File: src/rtl/button_pulse_gen_pkg.sv
// Shared game definitions: game-state constants plus the button
// conditioning state encoding and default debounce timing.
package button_pulse_gen_pkg;

  // Top-level game flow states consumed by the game state machine.
  typedef enum logic [1:0] {
    GAME_IDLE  = 2'd0,
    GAME_PLAY  = 2'd1,
    GAME_PAUSE = 2'd2,
    GAME_OVER  = 2'd3
  } game_state_t;

  // Per-channel button conditioning states.
  typedef enum logic [1:0] {
    IDLE         = 2'd0,
    PRESS_WAIT   = 2'd1,
    PRESSED      = 2'd2,
    RELEASE_WAIT = 2'd3
  } btn_state_t;

  // 10 ms of stable level at 100 MHz before a change is accepted.
  localparam int DEBOUNCE_CYCLES_DEFAULT = 1000000;
  localparam int CNT_W_DEFAULT           = 20;

endpackage

File: src/rtl/button_debounce.sv
// One button channel: 2-flop synchronizer, saturating qualification
// counter and a 4-state press/release FSM with registered strobes.
module button_debounce
  import button_pulse_gen_pkg::*;
#(
  parameter int DEBOUNCE_CYCLES = DEBOUNCE_CYCLES_DEFAULT,
  parameter int CNT_W           = CNT_W_DEFAULT
) (
  input  logic OriginalClk,
  input  logic reset,
  input  logic i_btnRaw,
  output logic o_btnLevel,
  output logic o_btnPulse,
  output logic o_btnRelease
);

  localparam logic [CNT_W-1:0] TERMINAL = CNT_W'(DEBOUNCE_CYCLES - 1);
  localparam logic [CNT_W-1:0] ONE      = CNT_W'(1);

  logic             r_sync1;
  logic             r_sync2;
  logic             w_sync;
  btn_state_t       r_state;
  btn_state_t       w_nextState;
  logic [CNT_W-1:0] r_count;
  logic [CNT_W-1:0] w_nextCount;
  logic             w_pressDone;
  logic             w_releaseDone;
  logic             r_pressDone;
  logic             r_releaseDone;
  logic             r_level;
  logic             r_pulse;
  logic             r_release;

  assign w_sync = r_sync2;

  // Bring the asynchronous pad level into the clock domain.
  always_ff @(posedge OriginalClk or posedge reset) begin
    if (reset) begin
      r_sync1 <= 1'b0;
      r_sync2 <= 1'b0;
    end else begin
      r_sync1 <= i_btnRaw;
      r_sync2 <= r_sync1;
    end
  end

  // FSM state, qualification counter and the completed-transition flags.
  always_ff @(posedge OriginalClk or posedge reset) begin
    if (reset) begin
      r_state       <= IDLE;
      r_count       <= '0;
      r_pressDone   <= 1'b0;
      r_releaseDone <= 1'b0;
    end else begin
      r_state       <= w_nextState;
      r_count       <= w_nextCount;
      r_pressDone   <= w_pressDone;
      r_releaseDone <= w_releaseDone;
    end
  end

  // Next state: a level change must hold for DEBOUNCE_CYCLES synced samples;
  // any reversal during qualification falls back without a strobe.
  always_comb begin
    w_nextState   = r_state;
    w_nextCount   = r_count;
    w_pressDone   = 1'b0;
    w_releaseDone = 1'b0;
    case (r_state)
      IDLE: begin
        if (w_sync) begin
          w_nextState = PRESS_WAIT;
          w_nextCount = ONE;
        end
      end
      PRESS_WAIT: begin
        if (!w_sync) begin
          w_nextState = IDLE;
          w_nextCount = '0;
        end else if (r_count >= TERMINAL) begin
          w_nextState = PRESSED;
          w_nextCount = '0;
          w_pressDone = 1'b1;
        end else begin
          w_nextCount = r_count + ONE;
        end
      end
      PRESSED: begin
        if (!w_sync) begin
          w_nextState = RELEASE_WAIT;
          w_nextCount = ONE;
        end
      end
      RELEASE_WAIT: begin
        if (w_sync) begin
          w_nextState = PRESSED;
          w_nextCount = '0;
        end else if (r_count >= TERMINAL) begin
          w_nextState   = IDLE;
          w_nextCount   = '0;
          w_releaseDone = 1'b1;
        end else begin
          w_nextCount = r_count + ONE;
        end
      end
      default: begin
        w_nextState = IDLE;
        w_nextCount = '0;
      end
    endcase
  end

  // Output stage: strobes and level change together, one register after the FSM.
  always_ff @(posedge OriginalClk or posedge reset) begin
    if (reset) begin
      r_level   <= 1'b0;
      r_pulse   <= 1'b0;
      r_release <= 1'b0;
    end else begin
      r_pulse   <= r_pressDone;
      r_release <= r_releaseDone;
      if (r_pressDone) begin
        r_level <= 1'b1;
      end else if (r_releaseDone) begin
        r_level <= 1'b0;
      end
    end
  end

  assign o_btnLevel   = r_level;
  assign o_btnPulse   = r_pulse;
  assign o_btnRelease = r_release;

endmodule

File: src/rtl/button_pulse_gen.sv
// Conditions NUM_BTN raw push-buttons into debounced levels and
// single-cycle press/release strobes; channels are fully independent.
module button_pulse_gen
  import button_pulse_gen_pkg::*;
#(
  parameter int NUM_BTN         = 3,
  parameter int DEBOUNCE_CYCLES = DEBOUNCE_CYCLES_DEFAULT,
  parameter int CNT_W           = CNT_W_DEFAULT
) (
  input  logic               OriginalClk,
  input  logic               reset,
  input  logic [NUM_BTN-1:0] btn_raw,
  output logic [NUM_BTN-1:0] btn_level,
  output logic [NUM_BTN-1:0] btn_pulse,
  output logic [NUM_BTN-1:0] btn_release
);

  for (genvar gi = 0; gi < NUM_BTN; gi++) begin : g_chan
    button_debounce #(
      .DEBOUNCE_CYCLES(DEBOUNCE_CYCLES),
      .CNT_W          (CNT_W)
    ) u_debounce (
      .OriginalClk (OriginalClk),
      .reset       (reset),
      .i_btnRaw    (btn_raw[gi]),
      .o_btnLevel  (btn_level[gi]),
      .o_btnPulse  (btn_pulse[gi]),
      .o_btnRelease(btn_release[gi])
    );
  end

endmodule
File: config.mk
export PLATFORM = sky130hd
export DESIGN_NAME = button_pulse_gen
export DESIGN_NICKNAME = d
export VERILOG_FILES = /design/src/rtl/button_pulse_gen_pkg.sv /design/src/rtl/button_debounce.sv /design/src/rtl/button_pulse_gen.sv
export SDC_FILE = /design/constraint.sdc
export NUM_CORES = 1
export LEC_CHECK = 0
export BUFFER_PORTS_ARGS = -buffer_cell sky130_fd_sc_hd__buf_2
export CAP_MARGIN = 20
export CORE_UTILIZATION = 25
export CTS_CLUSTER_SIZE = 25
export DETAILED_ROUTE_END_ITERATION = 8
export PLACE_DENSITY_LB_ADDON = 0.08
export SLEW_MARGIN = 5
export SYNTH_ARGS = -nofsm -noshare
export SYNTH_HDL_FRONTEND = slang
export SYNTH_SLANG_ARGS = --single-unit
File: constraint.sdc
create_clock -name OriginalClk -period 9 [get_ports OriginalClk]
set_input_delay 1.8 -clock OriginalClk [delete_from_list [all_inputs] [get_ports OriginalClk]]
set_output_delay 1.8 -clock OriginalClk [all_outputs]
set_load 0.05 [all_outputs]
==> metrics.md <==
| Metric | Value |
|---|---|
| Max cap viols | `0` |
| Post-CTS setup buffers | `0` |
| Sw Pwr | `~0.00037 W` |
| DR pass1 iterations | `5` |
| Die Wd | `about 140 µm` |
| Final Setup Violations | `0` |
| Critical path buffers and inverters | `1` |
| Worst Tran Pin Value | `0.982 ns` |
| Synth cell types | `just under 70` |
| PortBufs | `13` |
| FF-to-FF End | `g_chan[2].u_debounce.r_count[15]` |
| Ys async rst share | `100%` |
| Total CTS buffers | `9` |
| Routability cong. | `between 0.7 and 0.8` |
| H-tree levels | `3` |
| Setup crit end | `btn_level[1]` |
| Status | `finished, final reports clean` |
| Most frequent cells after synthesis | `dfrtp_1, nand2_1, inv_1, nand3_1, o21ai_0` |
| CTS tree | `done` |
| Seq pwr share | `43.1%` |
| Layout cells sized above 1 | `between 10% and 20%` |
| Ant diodes | `0` |
| Final HPWL from detailed placement | `8.14 mm` |
| Unrepaired setup endpoints after global routing | `no` |
| # fillers | `around 1,900` |
| Vias | `between 3,000 and 4,000` |
| Synth area leader | `dfrtp_1` |
| Cell count along the critical path | `1` |
| Critical path startpoint category | `flip-flop` |
| Cells after synthesis | `approximately 500` |
| Antenna violations before repair | `0` |
| Ys flop type | `dfrtp_1` |
| Remaining Overflow, GRT | `0` |
| Clock network power share | `around 37%` |
| Post-synth top area share | `between 40% and 50%` |
| CP cell instances | `buf_2` |
| Starting Density | `25.9%` |
| Netlist Area Pre-Place | `between 4000 and 5000 µm²` |
| Worst path top cell family by delay | `flip-flops` |
| Place WS | `approximately 6 ns` |
| Worst min path class | `flip-flop to flip-flop` |
| Core area | `approximately 18,000 µm²` |
| Combinational share of power | `20.3%` |
| Internal | `between 0.0006 and 0.0007 W` |
| Chip height | `approximately 140 µm` |
| Hold Worst Slack | `between 0.3 and 0.4 ns` |
| Ys Warns | `0` |
| Sw frac | `a little over a third` |
| Synth-to-layout area growth | `11.0%` |
| Post-synth EDFFs | `0` |
| Drt drc | `0` |
| R2r worst-path depth | `5` |
| Initial DRC Count | `approximately 280` |
| Clk_skew | `0.00916 ns` |
| Sequential share of the synthesized area | `45.9%` |
| Worst-path clk slew | `around 0.08 ns` |
| Post-Syn Area per Cell | `around 9.4 µm²` |
| Total GRT Usage | `between 10% and 20%` |
| Die area | `19,500 µm²` |
| Max Root-Sink Buffers | `2` |
| Vias in the first global route | `3,792` |
| Total power draw | `0.00106 W` |
| Post-cts resize count | `0` |
| Routed Antenna Nets | `0` |
| Vias per cell | `around 5.4` |
| Final setup TNS | `0 ns` |
| Synth top area cells | `dfrtp_1, nand2_1, a31oi_1` |
| Slew HR | `between 30% and 40%` |
| Critical path's largest stage delay | `between 0.3 and 0.4 ns` |
| Worst setup margin | `between 6 and 7 ns` |
| Final hold vios | `0` |
| Most frequent cell after synthesis | `dfrtp_1` |
| First-pass GRT wire length | `20.5 mm` |
| Slowest cell on crit path | `dfrtp_1` |
| Crit path launch | `g_chan[1].u_debounce.o_btnLevel` |
| Final worst path period need | `approximately 2.8 ns` |
| Crit end category | `output port` |
| FMAX | `about 360 MHz` |
| Clock root cell | `clkbuf_16` |
| Number of hold buffers added after cts | `0` |
| Pleak | `between 2 and 2.5 nW` |
| DRT Wirelength | `between 10 and 15 mm` |
| Worst-path fanout max | `2` |
| Layout Nets | `~510` |
| Fin crit share | `between 30% and 40%` |
| Largest net degree at the start of global routing | `between 50 and 60` |
| Flop2flop setup slack | `6.37 ns` |
| Row cnt | `slightly below 50` |
| Clk sink count | `87` |
| P per Cell Area | `about 200 nW/µm²` |
| Critical path class | `flip-flop to output port` |
| Final design utilization | `28.8%` |
| Worst Path Arrival | `~0.97 ns` |
| Routed len/inst | `about 17 µm` |
| IO Count | `14` |
| Yosys reg bits | `87` |
| Peak supply drop | `around 0.098 mV` |
| Max Slew Vio Count | `0` |
| Syn nets | `just over 500` |
| Skew-Pair Late Insertion Delay | `between 0.3 and 0.4 ns` |
| Data required, critical path | `7.20 ns` |
[state kept, by name (all words and copies together), names as in the netlist, named ones only]
name and cells:
g_chan.u_debounce.o_btnRelease 3, g_chan.u_debounce.r_state 3, g_chan.u_debounce.r_count 60, g_chan.u_debounce.o_btnPulse 3
g_chan.u_debounce.o_btnLevel 3, g_chan.u_debounce.r_sync2 3, g_chan.u_debounce.r_releaseDone 3, g_chan.u_debounce.r_pressDone 3
g_chan.u_debounce.r_sync1 3
[power groups by stage]
stage	Combinational (W)	Clock (W)	Sequential, W
final	0.000215	0.000387	0.000456
after global routing	0.000239	0.000413	0.000462
after CTS	0.000218	0.000400	0.000455
after detailed placement	0.000217	0	0.000462
after global placement	0.000215	0	0.000461
after floorplan	0.000155	0	0.000450
[final cells by class]
class | instances | area (µm²) | share of cell area [%]
Tap cell | 229 | 287 | 5.45
Sequential cell | 87 | 2180 | 41.4
Inverter | 22 | 85.1 | 1.62
Clock buffer | 9 | 225 | 4.28
Multi-Input combinational cell | 367 | 2320 | 44.0
Clock inverter | 7 | 75.1 | 1.43
Timing Repair Buffer | 17 | 95.1 | 1.81
[layout by cell type, fill, tap and decap left out, types with 5 or more instances in the layout]
master / n
a21oi_1: 11
clkbuf_16: 9
o21a_1: 5
a221oi_1: 5
o211ai_1: 15
nand4_1: 15
nor2_1: 20
nand2_1: 66
and2_1: 5
a22o_1: 5
inv_1: 21
nor4_1: 9
dfrtp_1: 87
buf_2: 13
or3_1: 9
a31oi_1: 18
a21o_1: 13
nor3_1: 17
o31a_1: 5
o221ai_1: 9
o21ai_0: 22
nand3_1: 22
[logic make-up after synthesis]
logic type | count (synthesis) | share of synthesized area, %
and+or+nand+nor | 202 | 22.3
buffers and inverters | 53 | 5.23
xor gates and xnor gates | 4 | 0.739
DFF | 87 | 45.9
AOI/OAI and AO/OA | 151 | 23.4
muxes | 7 | 1.58
adders and majority gates | 3 | 0.792
[metal layers]
metal	vias to the layer above	global-route usage [%]	wire length [µm]	share of wire (%)
met5	-	0	0	0
met2	68	21.3	5730	46
met3	14	2.92	428	3.4
li1	1925	-	-	-
met1	1971	17.7	6100	49
met4	0	5.38	213	1.7
[stage by stage]
stage	area (µm²)	instances
6_report	5260	738
3_3_place_gp	4960	722
5_1_grt	5260	738
4_1_cts	5260	738
3_5_place_dp	4960	722
2_1_floorplan	4740	507
[how the worst min path moves through the flow]
| stage | startpoint | end | slack (ns) | cells after the start |
|---|---|---|---|---|
| floorplan | g_chan[0].u_debounce.r_sync1 | g_chan[0].u_debounce.r_sync2 | 0.33 | 0 |
| global placement | g_chan[2].u_debounce.r_sync1 | g_chan[2].u_debounce.r_sync2 | 0.33 | 0 |
| detailed placement | g_chan[2].u_debounce.r_sync1 | g_chan[2].u_debounce.r_sync2 | 0.34 | 0 |
| CTS | g_chan[2].u_debounce.r_sync1 | g_chan[2].u_debounce.r_sync2 | 0.35 | 0 |
| global route | g_chan[2].u_debounce.r_sync1 | g_chan[2].u_debounce.r_sync2 | 0.36 | 0 |
| finish | g_chan[2].u_debounce.r_sync1 | g_chan[2].u_debounce.r_sync2 | 0.35 | 0 |
No activity file was read; power rests on OpenSTA's default activity.
